$ cat src/rtl/ct_idu_mat_lsu_issue_queue_if.sv
// ct_idu_mat_lsu_issue_queue_if: dispatch, flush, completion and RF issue signals of the matrix LSU issue queue
interface ct_idu_mat_lsu_issue_queue_if;
  logic        rtu_yy_xx_flush;
  logic        dp_mat_lsu_vld;
  logic [6:0]  dp_mat_lsu_iid;
  logic [1:0]  dp_mat_lsu_op;
  logic        dp_mat_lsu_dstm_vld;
  logic [2:0]  dp_mat_lsu_dstm_idx;
  logic        dp_mat_lsu_src2m_vld;
  logic [2:0]  dp_mat_lsu_src2m_idx;
  logic        dp_mat_lsu_nf_vld;
  logic [2:0]  dp_mat_lsu_nf;
  logic [1:0]  dp_mat_lsu_elm_width;
  logic [63:0] dp_mat_lsu_src0;
  logic        dp_mat_lsu_src1_vld;
  logic [63:0] dp_mat_lsu_src1;
  logic        mat_lsu_dp_rdy;
  logic        mat_lsu_cbus_ex1_pipe8_sel;
  logic        idu_mat_rf_lsu_sel;
  logic        idu_mat_rf_lsu_gateclk_sel;
  logic [6:0]  idu_mat_rf_pipe8_iid;
  logic [15:0] idu_mat_rf_pipe8_lsu_meta;
  logic [63:0] idu_mat_rf_pipe8_lsu_src0;
  logic        idu_mat_rf_pipe8_lsu_src1_vld;
  logic [63:0] idu_mat_rf_pipe8_lsu_src1;
  logic        mat_lsu_iq_empty;

  modport master (
    output rtu_yy_xx_flush, dp_mat_lsu_vld, dp_mat_lsu_iid, dp_mat_lsu_op,
           dp_mat_lsu_dstm_vld, dp_mat_lsu_dstm_idx, dp_mat_lsu_src2m_vld, dp_mat_lsu_src2m_idx,
           dp_mat_lsu_nf_vld, dp_mat_lsu_nf, dp_mat_lsu_elm_width, dp_mat_lsu_src0,
           dp_mat_lsu_src1_vld, dp_mat_lsu_src1, mat_lsu_cbus_ex1_pipe8_sel,
    input  mat_lsu_dp_rdy, idu_mat_rf_lsu_sel, idu_mat_rf_lsu_gateclk_sel, idu_mat_rf_pipe8_iid,
           idu_mat_rf_pipe8_lsu_meta, idu_mat_rf_pipe8_lsu_src0, idu_mat_rf_pipe8_lsu_src1_vld,
           idu_mat_rf_pipe8_lsu_src1, mat_lsu_iq_empty
  );

  modport slave (
    input  rtu_yy_xx_flush, dp_mat_lsu_vld, dp_mat_lsu_iid, dp_mat_lsu_op,
           dp_mat_lsu_dstm_vld, dp_mat_lsu_dstm_idx, dp_mat_lsu_src2m_vld, dp_mat_lsu_src2m_idx,
           dp_mat_lsu_nf_vld, dp_mat_lsu_nf, dp_mat_lsu_elm_width, dp_mat_lsu_src0,
           dp_mat_lsu_src1_vld, dp_mat_lsu_src1, mat_lsu_cbus_ex1_pipe8_sel,
    output mat_lsu_dp_rdy, idu_mat_rf_lsu_sel, idu_mat_rf_lsu_gateclk_sel, idu_mat_rf_pipe8_iid,
           idu_mat_rf_pipe8_lsu_meta, idu_mat_rf_pipe8_lsu_src0, idu_mat_rf_pipe8_lsu_src1_vld,
           idu_mat_rf_pipe8_lsu_src1, mat_lsu_iq_empty
  );
endinterface

$ cat src/rtl/ct_idu_mat_lsu_issue_queue.sv
// ct_idu_mat_lsu_issue_queue: in-order matrix LSU issue FIFO throttled by an outstanding-issue counter
module ct_idu_mat_lsu_issue_queue #(
  parameter int DEPTH = 4,
  parameter int MAX_OUTSTANDING = 2
) (
  input logic forever_cpuclk,
  input logic cpurst,
  ct_idu_mat_lsu_issue_queue_if.slave bus
);
  localparam int AW = $clog2(DEPTH);
  localparam int OW = $clog2(MAX_OUTSTANDING + 1);
  localparam int EW = 152;
  localparam logic [AW:0] PTR_ONE = {{AW{1'b0}}, 1'b1};
  localparam logic [OW:0] OUT_MAX = MAX_OUTSTANDING[OW:0];

  logic [EW-1:0] mem [DEPTH];
  logic [AW:0]   wr_ptr;
  logic [AW:0]   rd_ptr;
  logic [OW-1:0] outstanding;
  logic [OW:0]   out_next;
  logic          sel_q;
  logic          gate_q;
  logic [6:0]    iid_q;
  logic [15:0]   meta_q;
  logic [63:0]   src0_q;
  logic          src1_vld_q;
  logic [63:0]   src1_q;
  logic          flush;
  logic          cbus;
  logic          empty;
  logic          full;
  logic          push;
  logic          issue;
  logic          pop;
  logic          underflow;
  logic [15:0]   meta_in;
  logic [EW-1:0] entry_in;
  logic [EW-1:0] head;

  assign flush = bus.rtu_yy_xx_flush;
  assign cbus  = bus.mat_lsu_cbus_ex1_pipe8_sel;
  assign empty = wr_ptr == rd_ptr;
  assign full  = (wr_ptr[AW] != rd_ptr[AW]) && (wr_ptr[AW-1:0] == rd_ptr[AW-1:0]);
  assign push  = bus.dp_mat_lsu_vld && !full && !flush;

  // The counter a cycle ahead: the issue currently on sel is already in flight,
  // and a completion arriving this cycle frees its slot immediately.
  assign underflow = cbus && !sel_q && outstanding == '0;
  assign out_next  = underflow ? '0 : {1'b0, outstanding} + {{OW{1'b0}}, sel_q} - {{OW{1'b0}}, cbus};
  assign issue     = !empty && (out_next < OUT_MAX);
  assign pop       = issue && !flush;

  assign meta_in  = {bus.dp_mat_lsu_op, bus.dp_mat_lsu_dstm_vld, bus.dp_mat_lsu_dstm_idx,
                     bus.dp_mat_lsu_src2m_vld, bus.dp_mat_lsu_src2m_idx, bus.dp_mat_lsu_nf_vld,
                     bus.dp_mat_lsu_nf, bus.dp_mat_lsu_elm_width};
  assign entry_in = {bus.dp_mat_lsu_iid, meta_in, bus.dp_mat_lsu_src0, bus.dp_mat_lsu_src1_vld,
                     bus.dp_mat_lsu_src1};
  assign head     = mem[rd_ptr[AW-1:0]];

  // Entry storage needs no reset: only slots between the pointers are ever read out
  always_ff @(posedge forever_cpuclk) begin
    if (push) mem[wr_ptr[AW-1:0]] <= entry_in;
  end

  // Pointers, outstanding counter and issue strobes; flush empties the queue and forgets in-flight issues
  always_ff @(posedge forever_cpuclk or posedge cpurst) begin
    if (cpurst) begin
      wr_ptr      <= '0;
      rd_ptr      <= '0;
      outstanding <= '0;
      sel_q       <= 1'b0;
      gate_q      <= 1'b0;
    end else begin
      wr_ptr      <= flush ? '0 : push ? wr_ptr + PTR_ONE : wr_ptr;
      rd_ptr      <= flush ? '0 : pop ? rd_ptr + PTR_ONE : rd_ptr;
      outstanding <= flush ? '0 : out_next[OW-1:0];
      sel_q       <= pop;
      gate_q      <= issue;
    end
  end

  // RF payload follows the raw issue condition so it lines up with the clock-gate enable
  always_ff @(posedge forever_cpuclk or posedge cpurst) begin
    if (cpurst) begin
      {iid_q, meta_q, src0_q, src1_vld_q, src1_q} <= '0;
    end else if (issue) begin
      {iid_q, meta_q, src0_q, src1_vld_q, src1_q} <= head;
    end
  end

  // Catch a dispatcher ignoring rdy and an LSU completing more than was issued
  always @(posedge forever_cpuclk) begin
    if (!cpurst) begin
      assert (!(bus.dp_mat_lsu_vld && full && !flush))
        else $error("mat lsu iq: dispatch dropped while queue full");
      assert (!underflow)
        else $warning("mat lsu iq: completion with nothing outstanding");
      assert ({1'b0, outstanding} <= OUT_MAX)
        else $error("mat lsu iq: outstanding count above limit");
    end
  end

  assign bus.mat_lsu_dp_rdy                = !full;
  assign bus.mat_lsu_iq_empty              = empty;
  assign bus.idu_mat_rf_lsu_sel            = sel_q;
  assign bus.idu_mat_rf_lsu_gateclk_sel    = gate_q;
  assign bus.idu_mat_rf_pipe8_iid          = iid_q;
  assign bus.idu_mat_rf_pipe8_lsu_meta     = meta_q;
  assign bus.idu_mat_rf_pipe8_lsu_src0     = src0_q;
  assign bus.idu_mat_rf_pipe8_lsu_src1_vld = src1_vld_q;
  assign bus.idu_mat_rf_pipe8_lsu_src1     = src1_q;
endmodule
$ cat src/flat_wrapper.sv
// flat-port wrapper written by rule: the top's interface ports become plain ports
module ct_idu_mat_lsu_issue_queue_flat 
#(
  parameter int DEPTH = 4,
  parameter int MAX_OUTSTANDING = 2
)
  (forever_cpuclk, cpurst, bus_rtu_yy_xx_flush, bus_dp_mat_lsu_vld, bus_dp_mat_lsu_iid, bus_dp_mat_lsu_op, bus_dp_mat_lsu_dstm_vld, bus_dp_mat_lsu_dstm_idx, bus_dp_mat_lsu_src2m_vld, bus_dp_mat_lsu_src2m_idx, bus_dp_mat_lsu_nf_vld, bus_dp_mat_lsu_nf, bus_dp_mat_lsu_elm_width, bus_dp_mat_lsu_src0, bus_dp_mat_lsu_src1_vld, bus_dp_mat_lsu_src1, bus_mat_lsu_cbus_ex1_pipe8_sel, bus_mat_lsu_dp_rdy, bus_idu_mat_rf_lsu_sel, bus_idu_mat_rf_lsu_gateclk_sel, bus_idu_mat_rf_pipe8_iid, bus_idu_mat_rf_pipe8_lsu_meta, bus_idu_mat_rf_pipe8_lsu_src0, bus_idu_mat_rf_pipe8_lsu_src1_vld, bus_idu_mat_rf_pipe8_lsu_src1, bus_mat_lsu_iq_empty);
  ct_idu_mat_lsu_issue_queue_if bus_i ();
  input logic forever_cpuclk;
  input logic cpurst;
  input wire logic [$bits(bus_i.rtu_yy_xx_flush)-1:0] bus_rtu_yy_xx_flush;
  input wire logic [$bits(bus_i.dp_mat_lsu_vld)-1:0] bus_dp_mat_lsu_vld;
  input wire logic [$bits(bus_i.dp_mat_lsu_iid)-1:0] bus_dp_mat_lsu_iid;
  input wire logic [$bits(bus_i.dp_mat_lsu_op)-1:0] bus_dp_mat_lsu_op;
  input wire logic [$bits(bus_i.dp_mat_lsu_dstm_vld)-1:0] bus_dp_mat_lsu_dstm_vld;
  input wire logic [$bits(bus_i.dp_mat_lsu_dstm_idx)-1:0] bus_dp_mat_lsu_dstm_idx;
  input wire logic [$bits(bus_i.dp_mat_lsu_src2m_vld)-1:0] bus_dp_mat_lsu_src2m_vld;
  input wire logic [$bits(bus_i.dp_mat_lsu_src2m_idx)-1:0] bus_dp_mat_lsu_src2m_idx;
  input wire logic [$bits(bus_i.dp_mat_lsu_nf_vld)-1:0] bus_dp_mat_lsu_nf_vld;
  input wire logic [$bits(bus_i.dp_mat_lsu_nf)-1:0] bus_dp_mat_lsu_nf;
  input wire logic [$bits(bus_i.dp_mat_lsu_elm_width)-1:0] bus_dp_mat_lsu_elm_width;
  input wire logic [$bits(bus_i.dp_mat_lsu_src0)-1:0] bus_dp_mat_lsu_src0;
  input wire logic [$bits(bus_i.dp_mat_lsu_src1_vld)-1:0] bus_dp_mat_lsu_src1_vld;
  input wire logic [$bits(bus_i.dp_mat_lsu_src1)-1:0] bus_dp_mat_lsu_src1;
  input wire logic [$bits(bus_i.mat_lsu_cbus_ex1_pipe8_sel)-1:0] bus_mat_lsu_cbus_ex1_pipe8_sel;
  output wire logic [$bits(bus_i.mat_lsu_dp_rdy)-1:0] bus_mat_lsu_dp_rdy;
  output wire logic [$bits(bus_i.idu_mat_rf_lsu_sel)-1:0] bus_idu_mat_rf_lsu_sel;
  output wire logic [$bits(bus_i.idu_mat_rf_lsu_gateclk_sel)-1:0] bus_idu_mat_rf_lsu_gateclk_sel;
  output wire logic [$bits(bus_i.idu_mat_rf_pipe8_iid)-1:0] bus_idu_mat_rf_pipe8_iid;
  output wire logic [$bits(bus_i.idu_mat_rf_pipe8_lsu_meta)-1:0] bus_idu_mat_rf_pipe8_lsu_meta;
  output wire logic [$bits(bus_i.idu_mat_rf_pipe8_lsu_src0)-1:0] bus_idu_mat_rf_pipe8_lsu_src0;
  output wire logic [$bits(bus_i.idu_mat_rf_pipe8_lsu_src1_vld)-1:0] bus_idu_mat_rf_pipe8_lsu_src1_vld;
  output wire logic [$bits(bus_i.idu_mat_rf_pipe8_lsu_src1)-1:0] bus_idu_mat_rf_pipe8_lsu_src1;
  output wire logic [$bits(bus_i.mat_lsu_iq_empty)-1:0] bus_mat_lsu_iq_empty;
  assign bus_i.rtu_yy_xx_flush = bus_rtu_yy_xx_flush;
  assign bus_i.dp_mat_lsu_vld = bus_dp_mat_lsu_vld;
  assign bus_i.dp_mat_lsu_iid = bus_dp_mat_lsu_iid;
  assign bus_i.dp_mat_lsu_op = bus_dp_mat_lsu_op;
  assign bus_i.dp_mat_lsu_dstm_vld = bus_dp_mat_lsu_dstm_vld;
  assign bus_i.dp_mat_lsu_dstm_idx = bus_dp_mat_lsu_dstm_idx;
  assign bus_i.dp_mat_lsu_src2m_vld = bus_dp_mat_lsu_src2m_vld;
  assign bus_i.dp_mat_lsu_src2m_idx = bus_dp_mat_lsu_src2m_idx;
  assign bus_i.dp_mat_lsu_nf_vld = bus_dp_mat_lsu_nf_vld;
  assign bus_i.dp_mat_lsu_nf = bus_dp_mat_lsu_nf;
  assign bus_i.dp_mat_lsu_elm_width = bus_dp_mat_lsu_elm_width;
  assign bus_i.dp_mat_lsu_src0 = bus_dp_mat_lsu_src0;
  assign bus_i.dp_mat_lsu_src1_vld = bus_dp_mat_lsu_src1_vld;
  assign bus_i.dp_mat_lsu_src1 = bus_dp_mat_lsu_src1;
  assign bus_i.mat_lsu_cbus_ex1_pipe8_sel = bus_mat_lsu_cbus_ex1_pipe8_sel;
  assign bus_mat_lsu_dp_rdy = bus_i.mat_lsu_dp_rdy;
  assign bus_idu_mat_rf_lsu_sel = bus_i.idu_mat_rf_lsu_sel;
  assign bus_idu_mat_rf_lsu_gateclk_sel = bus_i.idu_mat_rf_lsu_gateclk_sel;
  assign bus_idu_mat_rf_pipe8_iid = bus_i.idu_mat_rf_pipe8_iid;
  assign bus_idu_mat_rf_pipe8_lsu_meta = bus_i.idu_mat_rf_pipe8_lsu_meta;
  assign bus_idu_mat_rf_pipe8_lsu_src0 = bus_i.idu_mat_rf_pipe8_lsu_src0;
  assign bus_idu_mat_rf_pipe8_lsu_src1_vld = bus_i.idu_mat_rf_pipe8_lsu_src1_vld;
  assign bus_idu_mat_rf_pipe8_lsu_src1 = bus_i.idu_mat_rf_pipe8_lsu_src1;
  assign bus_mat_lsu_iq_empty = bus_i.mat_lsu_iq_empty;
  ct_idu_mat_lsu_issue_queue #(.DEPTH(DEPTH), .MAX_OUTSTANDING(MAX_OUTSTANDING)) u_core (.forever_cpuclk(forever_cpuclk), .cpurst(cpurst), .bus(bus_i));
endmodule
$ cat config.mk
export PLATFORM = sky130hd
export DESIGN_NAME = ct_idu_mat_lsu_issue_queue_flat
export DESIGN_NICKNAME = d
export VERILOG_FILES = /design/src/rtl/ct_idu_mat_lsu_issue_queue_if.sv /design/src/rtl/ct_idu_mat_lsu_issue_queue.sv /design/src/flat_wrapper.sv
export SDC_FILE = /design/constraint.sdc
export NUM_CORES = 1
export LEC_CHECK = 0
export CORE_MARGIN = 2
export CORE_UTILIZATION = 24
export CTS_BUF_LIST = sky130_fd_sc_hd__clkbuf_2
export DETAILED_ROUTE_END_ITERATION = 8
export HOLD_SLACK_MARGIN = 0.05
export PLACE_DENSITY = 0.45
export SLEW_MARGIN = 40
export SYNTH_ARGS = -nofsm -noshare
export SYNTH_HDL_FRONTEND = slang
export SYNTH_SLANG_ARGS = --single-unit
$ cat constraint.sdc
create_clock -name forever_cpuclk -period 6.5 [get_ports forever_cpuclk]
set_input_delay 1.3 -clock forever_cpuclk [delete_from_list [all_inputs] [get_ports forever_cpuclk]]
set_output_delay 1.3 -clock forever_cpuclk [all_outputs]
set_load 0.02 [all_outputs]
==> results list <==
- The routed design could run at a clock period as short as 4.823 ns.
- Area growth syn-to-layout: 24.83%
- The number of cells on the worst reg-to-reg path is 5.
- Max-capacitance violation count: 0
- Critical path start-end classification: reg -> out
- Number of buffers added for setup after CTS: 0
- Total power density per cell area: 431.7 mW/mm^2
* Inserted Clock Buffers: 203
* Cell with the largest stage delay on the worst path: sky130_fd_sc_hd__dfrtp_4
- STA classifies the critical path endpoint as a primary output.
- After filler insertion, the fill cell instance count of the layout stands at 11800.
- Once detail routing completed, the nets flagged for antenna violations numbered 0.
- Cell Count, Final, Fillers Out: 3456
- For this run, design rule violations remaining after detail routing come to 0.
- Cell internal pwr: 10.55 mW
- After layout, the worst path uses 74.19% of the clock period.
- Hold violation total from the final report: 0
- For this block, the routed nets add up to 68590 um of wire.
- WL per Instance: 19.85 um
* Peak clock frequency supported by timing: 0.2074 GHz
* Post-synthesis cell area: 0.02877 mm^2
- # port buffers: 312
- Clock tree synthesis found a total of 770 sinks.
- Layout cell share with drive strength beyond 1: 36.50%
* Fraction of power spent switching nets: 31.95%
* Post-place instance area: 0.03393 mm^2
- The library cell used most frequently in the layout, excluding fill and tap cells, is sky130_fd_sc_hd__edfxtp_1.
- In this run the core area contains 127 standard-cell rows.
- Of all nets on the critical path, the largest fanout is 30.
- Vias: 13630
- Global-route usage over all layers: 11.25%
- Syn_area_per_cell: 24.40 um^2
* Worst setup SP type: register
- Antenna violations before repair: 13
* Unrepaired setup endpoints after global routing: false
- Half-perimeter wire length after detailed placement: 37620 um
- Setup violators final: 0
- In the routed layout, each cell is associated on average with a via count of 3.944.
* Commonest cells after routing, fill and taps aside: sky130_fd_sc_hd__edfxtp_1, sky130_fd_sc_hd__clkdlybuf4s50_1, sky130_fd_sc_hd__clkbuf_2
* Largest vdd supply drop: 0.4126 mV
- The flow ran to the end, and the final reports show no timing, DRC or antenna violations.
- Area leader, netlist: sky130_fd_sc_hd__edfxtp_1
- Seq cells post-synth: 770
- The first global-routing pass estimated 99820 um of wire.
- Worst-path cell chain: xor2_2 > nor3b_4 > clkdlybuf4s50_1
* Sequential cell area fraction in the yosys report: 77.55%
- For this design the top-level I/O count stands at 313.
- Leakage Power: 12.42 nW
- Part of the power in combinational logic: 36.6%
* Top cells by area in the synthesized netlist: sky130_fd_sc_hd__edfxtp_1, sky130_fd_sc_hd__dfrtp_1, sky130_fd_sc_hd__mux4_2
- Synth Net Count: 1345
- Setup slack of the critical path after layout: 1.677 ns
* Clock tree from TritonCTS: done
- Die Ht: 350.2 um
* Clock transition at the register clock pins on the worst setup and hold paths after CTS: 0.11 ns
- After the last flow step, the layout net total stands at 1832.
- At the pin with the least slew margin, the transition time is 0.8918 ns.
- Along the worst hold path, the cell count comes to 1.
- Clock root buffer master: sky130_fd_sc_hd__clkbuf_2
- Slew headroom: 40.55%
- The congestion estimate from routability-driven global placement came to 0.6689.
- The finished cells cover 0.03592 mm^2.
- Clock tree skew after final layout: 0.1035 ns
- Required time at the endpoint of the critical path: 5.20 ns
- Type of the worst min-delay path: in -> reg
* Initial core utilization: 24.08%
- Maximum number of buffers from clock root to sink: 3
- Share of power burned in the clock network: 22.0%
* Core area: 0.1195 mm^2
- Timing analysis after detailed placement gives a worst setup slack of 1.970 ns.
- Number of max-slew violations in the final report: 0
- Setup total negative slack on the finished layout was measured at 0 ns.
- Number of placed instances with taps included: 3071
- Via count of the first global-routing pass: 15360
- Largest net degree at the start of global routing: 102
- Summed over its instances, the top area cell type makes up 63.46% of the synthesized netlist area.
* Count of mapped cells out of synthesis: 1179
* Sequential group share of total power: 41.4%
* Worst EP arrival: 3.52 ns
* Count of distinct cell types in the synthesized netlist: 28
- After global routing the overflow that remains totals 0.
* Overall die area: 0.1227 mm^2
- The H-tree was split into 4 levels.
- Measured along the x axis, the die boundary spans 350.2 um.
- Net switching power of the design: 4.954 mW
- Clock Latency Late Sink: 1.43 ns
* Detailed-router iteration count before antenna repair: 4
- On the worst path, the slowest cell contributes a delay of 0.81 ns.
* Count of warnings emitted by yosys: 0
- The first routing iteration left 793 violations.
[path summary, 6_finish.rpt]
kind | slack (ns) | from | to
worst max register to register | 3.10 | u_core.rd_ptr[0]$_DFFE_PP0P_ | u_core.mem[2][9]$_DFFE_PP_
worst max-delay path | 1.68 | u_core.rd_ptr[1]$_DFFE_PP0P_ | bus_mat_lsu_iq_empty
min in group asynchronous | 0.82 | cpurst | u_core.bus.idu_mat_rf_pipe8_lsu_src0[50]$_DFFE_PP0P_
max in group asynchronous | 4.67 | cpurst | u_core.bus.idu_mat_rf_pipe8_lsu_src1[19]$_DFFE_PP0P_
worst min-delay path | 0.49 | bus_dp_mat_lsu_src1[8] | u_core.mem[3][8]$_DFFE_PP_
worst min register to register | 0.50 | u_core.bus.idu_mat_rf_pipe8_lsu_src1[13]$_DFFE_PP0P_ | u_core.bus.idu_mat_rf_pipe8_lsu_src1[13]$_DFFE_PP0P_
[synth_stat cells]
cell,number
sky130_fd_sc_hd__nor3_1,1
sky130_fd_sc_hd__nor3b_4,1
sky130_fd_sc_hd__buf_2,17
sky130_fd_sc_hd__a21oi_1,2
sky130_fd_sc_hd__mux2_4,148
sky130_fd_sc_hd__o31ai_1,2
sky130_fd_sc_hd__nor2b_1,3
sky130_fd_sc_hd__mux4_2,152
sky130_fd_sc_hd__mux2_1,5
sky130_fd_sc_hd__mux2i_1,2
sky130_fd_sc_hd__edfxtp_1,608
sky130_fd_sc_hd__nand2b_1,2
sky130_fd_sc_hd__xor2_1,2
sky130_fd_sc_hd__or3_1,2
sky130_fd_sc_hd__o21ai_0,2
sky130_fd_sc_hd__dfrtp_1,162
sky130_fd_sc_hd__xor2_2,1
sky130_fd_sc_hd__clkbuf_1,16
sky130_fd_sc_hd__fa_1,1
sky130_fd_sc_hd__and3b_1,1
sky130_fd_sc_hd__buf_6,18
sky130_fd_sc_hd__ha_1,8
sky130_fd_sc_hd__o311ai_1,2
sky130_fd_sc_hd__xnor2_1,2
sky130_fd_sc_hd__nor2_1,5
sky130_fd_sc_hd__buf_4,1
sky130_fd_sc_hd__and2_1,6
sky130_fd_sc_hd__inv_1,7
[power by group through the flow]
stage / logic (mW) / registers (mW) / clock network [mW]
floorplan: 3.34 / 7.00 / 0
global route: 6.03 / 6.50 / 3.89
CTS: 5.80 / 6.44 / 3.66
detailed placement: 5.80 / 6.53 / 0
finish: 5.67 / 6.42 / 3.42
global placement: 5.68 / 6.57 / 0
[area by class of cell]
| cell class | count | area (um^2) | share of cell area (%) |
|---|---|---|---|
| Sequential cell | 770 | 22320 | 62.14 |
| Multi-Input combinational cell | 350 | 6096 | 16.97 |
| Timing Repair Buffer | 334 | 3501 | 9.747 |
| Tap cell | 1612 | 2017 | 5.616 |
| Clock buffer | 311 | 1556 | 4.334 |
| Clock inverter | 69 | 385.4 | 1.073 |
| Inverter | 7 | 33.78 | 0.09406 |
| Antenna cell | 3 | 7.507 | 0.02090 |
[logic make-up after synthesis]
group / synth area share [%]
AOI/OAI and AO/OA: 0.1826
xor gates and xnor gates: 0.1783
muxes: 19.89
adders and majority gates: 0.4175
buffers and inverters: 1.326
and+or+nand+nor: 0.4610
DFF: 77.55
[worst max-delay path, delay by kind of cell (launching register included)]
kind	cells	cell delay [ns]
xor gates and xnor gates	1	0.21
buffers and inverters	1	0.71
DFF	1	0.81
and+or+nand+nor	1	0.36
[what timing repair did]
item                                    CTS  global route
gates resized for setup                   0             0
endpoints found under the setup margin    0             0
hold buffers                              1             0
hold endpoints to repair                 29             0
[through the flow]
stage / utilization, % / power [mW] / hold slack, ns
6_report: 30.06 / 15.50 / 0.4939
3_3_place_gp: 28.35 / 12.25 / 0.4786
2_1_floorplan: - / 10.34 / 0.5249
3_5_place_dp: 28.39 / 12.32 / 0.4820
4_1_cts: 30.03 / 15.90 / 0.1420
5_1_grt: 30.05 / 16.41 / 0.2321
[per-layer routing]
metal	share of wire [%]	track usage [%]	vias up
li1	-	-	5967
met1	41	12.94	7130
met2	50	18.98	371
met3	6.6	4.151	143
met4	2.2	4.441	20
met5	0.18	0	-
[registers in the layout, indices dropped and copies added, names as in the netlist]
signal,cells
u_core.bus.idu_mat_rf_lsu_sel,1
u_core.bus.idu_mat_rf_pipe8_lsu_src0,64
u_core.mem,608
u_core.bus.idu_mat_rf_pipe8_iid,7
u_core.bus.idu_mat_rf_pipe8_lsu_src1_vld,1
u_core.bus.idu_mat_rf_pipe8_lsu_src1,64
u_core.rd_ptr,3
u_core.outstanding,2
u_core.bus.idu_mat_rf_lsu_gateclk_sel,1
u_core.wr_ptr,3
u_core.bus.idu_mat_rf_pipe8_lsu_meta,16
No activity file was read; power rests on OpenSTA's default activity.
